### src/rtl/parallel_serializer_pkg.sv
// Shared types and constants for the parallel-to-serial converter.
package parallel_serializer_pkg;

  typedef enum logic [1:0] {
    IDLE   = 2'd0,
    SHIFT  = 2'd1,
    PARITY = 2'd2,
    GAP    = 2'd3
  } state_t;

  // Inter-frame gap counter width; GAP_CYCLES tops out at 15.
  localparam int GAP_CNT_W = 4;

endpackage

### src/rtl/piso_shift_reg.sv
// Parallel-in serial-out shift register with a running even-parity tap.
module piso_shift_reg
  import parallel_serializer_pkg::*;
#(
  parameter int WIDTH     = 32,
  parameter int LSB_FIRST = 1
) (
  input  logic             clk,
  input  logic             rst,
  input  logic             load,
  input  logic             shift_en,
  input  logic [WIDTH-1:0] din,
  output logic             sout,
  output logic             parity
);

  logic [WIDTH-1:0] sreg;

  assign sout = (LSB_FIRST != 0) ? sreg[0] : sreg[WIDTH-1];

  // Load wins over shift; parity folds in each bit as it leaves the register,
  // so after the last shift it covers exactly the captured word.
  always_ff @(posedge clk or posedge rst) begin
    if (rst) begin
      sreg   <= '0;
      parity <= 1'b0;
    end else if (load) begin
      sreg   <= din;
      parity <= 1'b0;
    end else if (shift_en) begin
      sreg   <= (LSB_FIRST != 0) ? {1'b0, sreg[WIDTH-1:1]} : {sreg[WIDTH-2:0], 1'b0};
      parity <= parity ^ sout;
    end
  end

endmodule

### src/rtl/parallel_serializer.sv
// Word-to-bitstream converter with req/grant intake, optional parity trailer
// and programmable inter-frame gap.
module parallel_serializer
  import parallel_serializer_pkg::*;
#(
  parameter int DATA_WIDTH = 32,
  parameter int LSB_FIRST  = 1,
  parameter int PARITY_EN  = 0,
  parameter int GAP_CYCLES = 0
) (
  input  logic                  p_clk,
  input  logic                  rst,
  input  logic                  req,
  input  logic [DATA_WIDTH-1:0] parallel_data_in,
  output logic                  grant,
  output logic                  serial_data_out,
  output logic                  out_data,
  output logic                  frame_start,
  output logic                  frame_end,
  output logic                  busy
);

  localparam int CNT_W = $clog2(DATA_WIDTH);
  localparam logic [CNT_W-1:0]     CNT_LAST = CNT_W'(DATA_WIDTH - 1);
  localparam logic [GAP_CNT_W-1:0] GAP_LAST =
    GAP_CNT_W'((GAP_CYCLES > 0) ? GAP_CYCLES - 1 : 0);

  state_t               state, state_n;
  logic [CNT_W-1:0]     cnt, cnt_n;
  logic [GAP_CNT_W-1:0] gcnt, gcnt_n;
  logic                 grant_n, load, shift_en, last_bit;
  logic                 sr_bit, par_bit;

  piso_shift_reg #(
    .WIDTH    (DATA_WIDTH),
    .LSB_FIRST(LSB_FIRST)
  ) u_sr (
    .clk     (p_clk),
    .rst     (rst),
    .load    (load),
    .shift_en(shift_en),
    .din     (parallel_data_in),
    .sout    (sr_bit),
    .parity  (par_bit)
  );

  // State and counter registers; grant is a registered one-cycle pulse.
  always_ff @(posedge p_clk or posedge rst) begin
    if (rst) begin
      state <= IDLE;
      cnt   <= '0;
      gcnt  <= '0;
      grant <= 1'b0;
    end else begin
      state <= state_n;
      cnt   <= cnt_n;
      gcnt  <= gcnt_n;
      grant <= grant_n;
    end
  end

  // Next-state logic. Any frame end with no gap, or the final gap cycle,
  // may capture immediately so held req gives gap-free back-to-back frames.
  always_comb begin
    state_n  = state;
    cnt_n    = cnt;
    gcnt_n   = gcnt;
    grant_n  = 1'b0;
    load     = 1'b0;
    shift_en = 1'b0;
    last_bit = 1'b0;
    case (state)
      IDLE: if (req) load = 1'b1;
      SHIFT: begin
        shift_en = 1'b1;
        if (cnt == CNT_LAST) begin
          if (PARITY_EN != 0) state_n = PARITY;
          else                last_bit = 1'b1;
        end else begin
          cnt_n = cnt + 1'b1;
        end
      end
      PARITY: last_bit = 1'b1;
      GAP: begin
        if (gcnt == GAP_LAST) begin
          state_n = IDLE;
          if (req) load = 1'b1;
        end else begin
          gcnt_n = gcnt + 1'b1;
        end
      end
      default: state_n = IDLE;
    endcase
    if (last_bit) begin
      if (GAP_CYCLES > 0) begin
        state_n = GAP;
        gcnt_n  = '0;
      end else begin
        state_n = IDLE;
        if (req) load = 1'b1;
      end
    end
    if (load) begin
      state_n = SHIFT;
      cnt_n   = '0;
      grant_n = 1'b1;
    end
  end

  assign out_data        = (state == SHIFT) || (state == PARITY);
  assign serial_data_out = (state == SHIFT) ? sr_bit : ((state == PARITY) ? par_bit : 1'b0);
  assign frame_start     = (state == SHIFT) && (cnt == '0);
  assign frame_end       = ((state == SHIFT) && (cnt == CNT_LAST) && (PARITY_EN == 0)) ||
                           (state == PARITY);
  assign busy            = (state != IDLE);

endmodule

### config.mk
export PLATFORM = sky130hd
export DESIGN_NAME = parallel_serializer
export DESIGN_NICKNAME = d
export VERILOG_FILES = /design/src/rtl/parallel_serializer_pkg.sv /design/src/rtl/piso_shift_reg.sv /design/src/rtl/parallel_serializer.sv
export SDC_FILE = /design/constraint.sdc
export NUM_CORES = 1
export LEC_CHECK = 0
export BUFFER_PORTS_ARGS = -buffer_cell sky130_fd_sc_hd__buf_4
export CORE_MARGIN = 2
export CORE_UTILIZATION = 47
export DETAILED_ROUTE_END_ITERATION = 16
export GPL_TIMING_DRIVEN = 0
export HOLD_SLACK_MARGIN = 0.03
export PLACE_DENSITY = 0.74
export SETUP_SLACK_MARGIN = 0.15
export SLEW_MARGIN = 40
export SYNTH_ARGS = -nofsm -noshare
export SYNTH_HDL_FRONTEND = slang
export SYNTH_SLANG_ARGS = --single-unit
export TNS_END_PERCENT = 10
### constraint.sdc
create_clock -name p_clk -period 1.8 [get_ports p_clk]
set_input_delay 0.36 -clock p_clk [delete_from_list [all_inputs] [get_ports p_clk]]
set_output_delay 0.36 -clock p_clk [all_outputs]
set_load 0.02 [all_outputs]
==> results of run 1 <==
-- synthesized netlist by cell type --
library cell	count
sky130_fd_sc_hd__or3_1	1
sky130_fd_sc_hd__ha_1	3
sky130_fd_sc_hd__nor4_1	1
sky130_fd_sc_hd__mux2i_1	2
sky130_fd_sc_hd__inv_1	4
sky130_fd_sc_hd__o31ai_1	1
sky130_fd_sc_hd__a21boi_1	1
sky130_fd_sc_hd__o211ai_1	1
sky130_fd_sc_hd__nand3_1	2
sky130_fd_sc_hd__nand2_1	67
sky130_fd_sc_hd__clkbuf_1	3
sky130_fd_sc_hd__buf_2	11
sky130_fd_sc_hd__nand2b_1	2
sky130_fd_sc_hd__dfrtp_1	39
sky130_fd_sc_hd__and3_1	1
sky130_fd_sc_hd__nor2b_1	1
sky130_fd_sc_hd__nor2_1	1
sky130_fd_sc_hd__a22o_1	1
sky130_fd_sc_hd__a32oi_1	31
sky130_fd_sc_hd__buf_4	1
sky130_fd_sc_hd__and2_1	3
sky130_fd_sc_hd__nand3b_1	1
sky130_fd_sc_hd__mux2_2	1
-- cell families (layout without fill, tap and decap cells) --
logic type | count (synthesis) | after routing | synth area share (%)
flip-flops | 39 | 39 | 55.3
AO/OA/AOI/OAI | 35 | 35 | 17.2
buffers and inverters | 19 | 78 | 5.03
multiplexers | 3 | 3 | 1.77
AND/OR/NAND/NOR | 80 | 80 | 18.6
adder cells (fa/ha/maj) | 3 | 3 | 2.13
-- power groups by stage --
| stage | combinational, W | sequential, W | clock (W) |
|---|---|---|---|
| global route | 0.00104 | 0.00141 | 0.000813 |
| finish | 0.000926 | 0.00138 | 0.000759 |
| floorplan | 0.000541 | 0.00134 | 0 |
| global placement | 0.000727 | 0.00137 | 0 |
| detailed placement | 0.000756 | 0.00138 | 0 |
| CTS | 0.000911 | 0.00136 | 0.000774 |
-- per-stage QoR --
stage / area (sq um) / setup TNS, ns / hold slack [ns]
floorplan: 1820 / 0 / 0.441
global placement: 2180 / -0.119 / 0.454
detailed placement: 2210 / 0 / 0.396
CTS: 2480 / -0.301 / 0.0693
global route: 2550 / -0.615 / 0.0945
finish: 2550 / -0.0829 / 0.0591
-- sequential cells by signal, summed over array words and instances, names as in the netlist --
signal and flops:
state 1, u_sr.sreg 32, grant 1, cnt 5
-- area by class of cell --
| class | count | area [sq um] | share of cell area, % |
|---|---|---|---|
| Buffer | 15 | 118 | 4.62 |
| Clock buffer | 6 | 82.6 | 3.24 |
| Clock inverter | 2 | 35.0 | 1.38 |
| Inverter | 4 | 15.0 | 0.589 |
| Multi-Input combinational cell | 121 | 823 | 32.3 |
| Sequential cell | 39 | 976 | 38.3 |
| Tap cell | 48 | 60.1 | 2.36 |
| Timing Repair Buffer | 51 | 438 | 17.2 |
-- timing repair --
item | CTS | global route
cloned | 1 | 0
setup endpoints to repair | 35 | 39
resized for setup | 14 | 12
setup buffers | 9 | 0
pin swaps | 43 | 19
-- how the worst min path moves through the flow --
stage / to / cells after the start / slack, ns
after floorplan: u_sr.sreg[0] / 2 / 0.44
after global placement: u_sr.sreg[4] / 2 / 0.45
after detailed placement: u_sr.sreg[10] / 2 / 0.40
after CTS: u_sr.sreg[22] / 2 / 0.07
after global routing: u_sr.sreg[22] / 2 / 0.09
final: u_sr.sreg[22] / 2 / 0.06
-- per-layer routing --
metal  GRT usage (%)  wire length (um)  vias up
li1                -                 -      764
met5               0                 0        -
met1            28.7              1840      764
met4            6.77                53        0
met2            34.6              2120       40
met3            6.68               239        6
==> qor.yml, run 1 <==
run_status: "complete, but fails checks"
violations: "setup timing"
postSynthCellCount: 179
fin_total_pwr_w: 0.00306
cts.clk_slew.worst_paths_ns: 0.08
rows: 22
tritoncts: "done"
die_height_um: 65.3
postLayoutSetupSlackWorst_ns: -0.0277
gp_congestion: 0.738
worst_setup_path_start_kind: "flip-flop"
route.antenna.remaining_nets: 0
critical_path.max_stage_delay_ns: 0.40
timing.critical_path.required_ns: 1.44
worstSetupPathType: "reg -> out"
clock_insertion_delay_worst_skew_ns: 0.30
finalCriticalPeriod_ns: 1.83
layout.core_utilization_pct: 70.1
worst-slew-pin-transition_ns: 0.561
cellLeakagePower_nw: 1.35
cp_cell_sequence: "ha_2 -> and3_4 -> ha_4 -> and2_4 -> buf_6"
final_common_cell: "sky130_fd_sc_hd__nand2_1"
startpoint_of_the_most_critical_setup_path: "cnt[0]"
placement.io_buffers: 40
via_count: 1574
floorplan.die.width_um: 65.3
power.internal_w: 0.00209
worst_ir_drop_vdd_uv: 664
clock-root-buffer: "sky130_fd_sc_hd__clkbuf_8"
finalMaxSlewViolations: 0
cp.arrival_ns: 1.47
route.detailed.wl_per_inst_um: 14.9
reg2reg_depth: 9
post-synth-top-area-fraction_pct: 55.3
holdBufCountCts: 0
power.net_switching_w: 0.000972
synthesis.yosys.warnings: 0
r2r_setup_slack_ns: -0.02
wire_length_of_the_first_global_routing_pass_um: 7090
start_util_pct: 48.6
clock_path_buffers: 2
max-cap-violations: 0
critical_path.endpoint_type: "output port"
dp_slack_ns: 0.00515
hpwl_um: 2720
antenna_violations_before_repair: 0
synth_seq_cells: 39
grt_overflow: 0
post_synth_main_area_contributors: "sky130_fd_sc_hd__dfrtp_1 (55%), sky130_fd_sc_hd__a32oi_1 (15%), sky130_fd_sc_hd__nand2_1 (14%)"
post_dr_vias_cell: 5.50
fin_cells: 286
postRouteWirelength_um: 4250
maxClockFrequency_mhz: 547
crit_family: "flip-flops"
post_synth_num_cell_types: 23
average_cell_area_after_synthesis_sq_um: 9.86
htree_num_levels: 2
fin_crit_sh_pct: 102
drtPass1Iterations: 5
grt_setup_unrepaired: "true"
timing.hold.worst.class: "in -> async"
yosysSeqAreaShare_pct: 55.3
worstReg2RegEnd: "u_sr.sreg[0]"
critical-path-slowest-cell: "sky130_fd_sc_hd__dfrtp_1"
worstReg2RegStart: "cnt[0]"
design.portCount: 41
switching_share_pct: 31.7
fin_worst_skew_ns: 0.0109
numnets_final: 275
final_cell_mix: "sky130_fd_sc_hd__nand2_1 (67), sky130_fd_sc_hd__buf_4 (49), sky130_fd_sc_hd__dfrtp_1 (39), sky130_fd_sc_hd__a32oi_1 (20), sky130_fd_sc_hd__a32oi_2 (11)"
combinationalPowerShare_pct: 30.2
synth_nets: 217
placed_cells_incl_taps: 268
critical_path.endpoint: "frame_end"
numCtsBuffers: 5
seqPwrFrac_pct: 45.0
number_of_sinks_on_the_clock_net: 39
crit_path_max_fanout: 3
fillCellCount: 272
die_area_sq_mm: 0.00426
dr.first_iter.drc_count: 56
clkPwrFrac_pct: 24.8
synth.largest_area_cell: "sky130_fd_sc_hd__dfrtp_1"
final_layout_size_suffix_gt1_share_pct: 38.2
post_synth_instance_area_sq_mm: 0.00177
grt_max_degree: 22
final_hold_viol_count: 0
finalSetupViolCount: 5
grt_use_total_pct: 21.8
cellPowerDensity_mw_per_mm2: 1200
grt_pass1_vias: 1559
synthToLayoutAreaGrowth_pct: 44.3
core_area_sq_mm: 0.00363
critical_path_depth: 5
antenna_cells_inserted: 0
drc: 0
maxSlewHeadroom_pct: 62.6
timing.critical_path.buf_inv: 1
No activity file was read; power rests on OpenSTA's default activity.
==> run 2: changes to the inputs <==
--- a/config.mk
+++ b/config.mk
@@ -5,13 +5,14 @@
 export SDC_FILE = /design/constraint.sdc
 export NUM_CORES = 1
 export LEC_CHECK = 0
+export ABC_AREA = 1
 export BUFFER_PORTS_ARGS = -buffer_cell sky130_fd_sc_hd__buf_4
 export CORE_MARGIN = 2
-export CORE_UTILIZATION = 47
+export CORE_UTILIZATION = 48
 export DETAILED_ROUTE_END_ITERATION = 16
 export GPL_TIMING_DRIVEN = 0
 export HOLD_SLACK_MARGIN = 0.03
-export PLACE_DENSITY = 0.74
+export PLACE_DENSITY = 0.75
 export SETUP_SLACK_MARGIN = 0.15
 export SLEW_MARGIN = 40
 export SYNTH_ARGS = -nofsm -noshare
==> run 2 against run 1 <==
The flow now finishes without violations. Synthesized cell count is 23% higher. Final cell count is 13% higher. Via count is 4.3% higher. Critical path type unchanged. Largest power group unchanged.
==> qor.yml, run 2 <==
hpwl_um: 2530  # was 2720 um
clock-root-buffer: "sky130_fd_sc_hd__clkbuf_8"  # unchanged
numnets_final: 311  # was 275
fin_cells: 322  # was 286
drc: 0  # unchanged
post_dr_vias_cell: 5.10  # was 5.50
floorplan.die.width_um: 65.6  # was 65.3 um
combinationalPowerShare_pct: 33.2  # was 30.2%
rows: 22  # unchanged
cellPowerDensity_mw_per_mm2: 1220  # was 1200 mW/mm^2
yosysSeqAreaShare_pct: 53.6  # was 55.3%
antenna_violations_before_repair: 0  # unchanged
reg2reg_depth: 12  # was 9
final_cell_mix: "sky130_fd_sc_hd__nand2_1 (67), sky130_fd_sc_hd__nand3_1 (62), sky130_fd_sc_hd__buf_4 (45), sky130_fd_sc_hd__dfrtp_1 (39), sky130_fd_sc_hd__inv_1 (7)"  # was sky130_fd_sc_hd__nand2_1 (67), sky130_fd_sc_hd__buf_4 (49), sky130_fd_sc_hd__dfrtp_1 (39), sky130_fd_sc_hd__a32oi_1 (20), sky130_fd_sc_hd__a32oi_2 (11)
post-synth-top-area-fraction_pct: 53.6  # was 55.3%
r2r_setup_slack_ns: 0.08  # was -0.02 ns
crit_path_max_fanout: 3  # unchanged
cellLeakagePower_nw: 1.26  # was 1.35 nW
die_area_sq_mm: 0.00430  # was 0.00426 sq mm
placement.io_buffers: 40  # unchanged
number_of_flip_flops_in_the_largest_register: 32  # unchanged
max-cap-violations: 0  # unchanged
start_util_pct: 49.7  # was 48.6%
clock_insertion_delay_worst_skew_ns: 0.29  # was 0.30 ns
worstReg2RegEnd: "u_sr.sreg[6]"  # was u_sr.sreg[0]
design.portCount: 41  # unchanged
synth_nets: 258  # was 217
cp_cell_sequence: "ha_2 -> nand2_2 -> nor2_2 -> ha_2 -> nand2_1 -> inv_1 -> buf_6"  # was ha_2 -> and3_4 -> ha_4 -> and2_4 -> buf_6
worst-slew-pin-transition_ns: 0.482  # was 0.561 ns
critical_path.endpoint: "frame_end"  # unchanged
htree_num_levels: 2  # unchanged
postRouteWirelength_um: 3850  # was 4250 um
finalMaxSlewViolations: 0  # unchanged
die_height_um: 65.6  # was 65.3 um
timing.critical_path.required_ns: 1.44  # about the same
fin_setup_tns_ns: 0  # was -0.0829 ns
worst_setup_path_start_kind: "flip-flop"  # unchanged
worst_ir_drop_vdd_uv: 551  # was 664 uV
area_occupied_by_multi_input_gates_sq_um: 762  # was 823 sq um
startpoint_of_the_most_critical_setup_path: "cnt[0]"  # unchanged
finalCriticalPeriod_ns: 1.78  # was 1.83 ns
grt_max_degree: 40  # was 22
fin_total_pwr_w: 0.00295  # was 0.00306 W
critical_path.max_stage_delay_ns: 0.39  # was 0.40 ns
final_layout_size_suffix_gt1_share_pct: 31.4  # was 38.2%
grt_setup_unrepaired: "true"  # unchanged
fillCellCount: 334  # was 272
dpl_cell_area_sq_mm: 0.00218  # was 0.00221 sq mm
synthMostInstantiatedCell: "sky130_fd_sc_hd__nand2_1"  # unchanged
power.internal_w: 0.00195  # was 0.00209 W
placed_cells_incl_taps: 308  # was 268
cp_common_cell: "sky130_fd_sc_hd__ha_2"
post_synth_instance_area_sq_mm: 0.00182  # was 0.00177 sq mm
ys.flop_type: "sky130_fd_sc_hd__dfrtp_1"  # unchanged
synth_seq_cells: 39  # unchanged
critical-path-slowest-cell: "sky130_fd_sc_hd__dfrtp_1"  # unchanged
maxSlewHeadroom_pct: 67.9  # was 62.6%
average_cell_area_after_synthesis_sq_um: 8.27  # was 9.86 sq um
clkPwrFrac_pct: 19.2  # was 24.8%
route.detailed.wl_per_inst_um: 11.9  # was 14.9 um
maxClockFrequency_mhz: 563  # was 547 MHz
grt_use_total_pct: 18.9  # was 21.8%
worstSetupPathType: "reg -> out"  # unchanged
fin_crit_sh_pct: 98.8  # was 102%
core_area_sq_mm: 0.00366  # was 0.00363 sq mm
synth_async_sr_flop_share_pct: 100  # unchanged
synth.largest_area_cell: "sky130_fd_sc_hd__dfrtp_1"  # unchanged
hold_ws_ns: 0.0965  # was 0.0591 ns
synthToLayoutAreaGrowth_pct: 33.2  # was 44.3%
max_flop_register: "u_sr.sreg"  # unchanged
power.net_switching_w: 0.000993  # was 0.000972 W
largest_registers: "u_sr.sreg x32, cnt x5"  # unchanged
grt_overflow: 0  # unchanged
via_count: 1641  # was 1574
numCtsBuffers: 5  # unchanged
tritoncts: "done"  # unchanged
post_synth_main_area_contributors: "sky130_fd_sc_hd__dfrtp_1 (54%), sky130_fd_sc_hd__nand3_1 (18%), sky130_fd_sc_hd__nand2_1 (15%)"  # was sky130_fd_sc_hd__dfrtp_1 (55%), sky130_fd_sc_hd__a32oi_1 (15%), sky130_fd_sc_hd__nand2_1 (14%)
cts.clk_slew.worst_paths_ns: 0.08  # about the same
route.antenna.remaining_nets: 0  # unchanged
finalSetupViolCount: 0  # was 5
postSynthCellCount: 220  # was 179
final_hold_viol_count: 0  # unchanged
netlist_top_cells_count: "sky130_fd_sc_hd__nand2_1 (73), sky130_fd_sc_hd__nand3_1 (65), sky130_fd_sc_hd__dfrtp_1 (39)"  # was sky130_fd_sc_hd__nand2_1 (67), sky130_fd_sc_hd__dfrtp_1 (39), sky130_fd_sc_hd__a32oi_1 (31)
layout.cell_area.non_filler_sq_mm: 0.00242  # was 0.00255 sq mm
cp.arrival_ns: 1.42  # was 1.47 ns
seqPwrFrac_pct: 47.6  # was 45.0%
layout.area.seq_sq_um: 976  # unchanged
grt_pass1_vias: 1410  # was 1559
clock_path_buffers: 2  # unchanged
gp_congestion: 0.794  # was 0.738
dr.first_iter.drc_count: 126  # was 56
run_status: "finished, final reports clean"  # was complete, but fails checks
holdBufCountCts: 0  # unchanged
number_of_sinks_on_the_clock_net: 39  # unchanged
fin_worst_skew_ns: 0.00836  # was 0.0109 ns
switching_share_pct: 33.7  # was 31.7%
synthesis.yosys.warnings: 0  # unchanged
antenna_cells_inserted: 0  # unchanged
post_synth_num_cell_types: 15  # was 23
drtPass1Iterations: 4  # was 5
final_common_cell: "sky130_fd_sc_hd__nand2_1"  # unchanged
wire_length_of_the_first_global_routing_pass_um: 6180  # was 7090 um
critical_path.endpoint_type: "output port"  # unchanged
synth_edf_count: 0  # unchanged
worstReg2RegStart: "cnt[0]"  # unchanged
timing.hold.worst.class: "in -> async"  # unchanged
[run 2: cell types whose count changed in the layout (fill, tap and decap cells not counted), sizes merged, moves of 4 or more]
cell	previous run	this run
nand3	2	65
a32oi	31	0
inv	4	13
nand2	67	75
buf	63	58
nor2	1	5
o21ai	0	4
[run 2: cell families (layout without fill, tap and decap cells)]
group                    count (synthesis)  in the layout  synth area share, %
AND/OR/NAND/NOR                        146            146                 35.1
AO/OA/AOI/OAI                            6              6                 1.65
adder cells (fa/ha/maj)                  3              3                 2.06
flip-flops                              39             39                 53.6
buffers and inverters                   26             80                 7.56
[run 2: power groups by stage]
| stage | sequential [W] | clock, W | combinational [W] |
|---|---|---|---|
| final | 0.00140 | 0.000566 | 0.000977 |
| after CTS | 0.00140 | 0.000579 | 0.000890 |
| after floorplan | 0.00137 | 0 | 0.000606 |
| after global routing | 0.00144 | 0.000621 | 0.00112 |
| after detailed placement | 0.00142 | 0 | 0.000837 |
| after global placement | 0.00140 | 0 | 0.000805 |
[run 2: worst max-delay path: cells and delay by family (launching register included)]
kind | cells | cell delay [ns]
flip-flops | 1 | 0.39
adder cells (fa/ha/maj) | 2 | 0.37
AND/OR/NAND/NOR | 3 | 0.19
buffers and inverters | 2 | 0.18
[run 2: worst min-delay path by stage]
stage	start	to	cells past startpoint
3_3_place_gp	u_sr.sreg[31]	u_sr.sreg[31]	2
3_5_place_dp	rst	cnt[2]	2
4_1_cts	rst	state[0]	2
5_1_grt	rst	cnt[2]	2
6_report	rst	cnt[2]	2
2_1_floorplan	u_sr.sreg[31]	u_sr.sreg[31]	2
[run 2: per-stage QoR]
step	util [%]	setup slack [ns]
final	66.2	0.0223
after global routing	66.2	-0.0621
after CTS	62.6	0.0199
after detailed placement	59.6	0.0600
after global placement	59.5	-0.0230
after floorplan	-	0.239
[run 2: cell type report]
type	instances	share of cell area [%]
Clock buffer	7	3.15
Sequential cell	39	40.3
Tap cell	48	2.48
Timing Repair Buffer	46	15.1
Multi-Input combinational cell	155	31.4
Inverter	13	2.53
Clock inverter	1	0.207
Buffer	13	4.80
[run 2: what timing repair did]
action,in CTS,in global routing
resized for setup,4,27
endpoints found under the setup margin,32,33
gates cloned,0,1
setup buffers,2,3
pin swaps,1,4
[run 2: layer usage]
| metal | vias to the layer above | GRT usage, % | share of wire [%] |
|---|---|---|---|
| met4 | 0 | 5.47 | 0.65 |
| li1 | 821 | - | - |
| met1 | 779 | 25.5 | 46 |
| met2 | 36 | 30.1 | 49 |
| met3 | 5 | 4.97 | 4.9 |
| met5 | - | 0 | 0 |
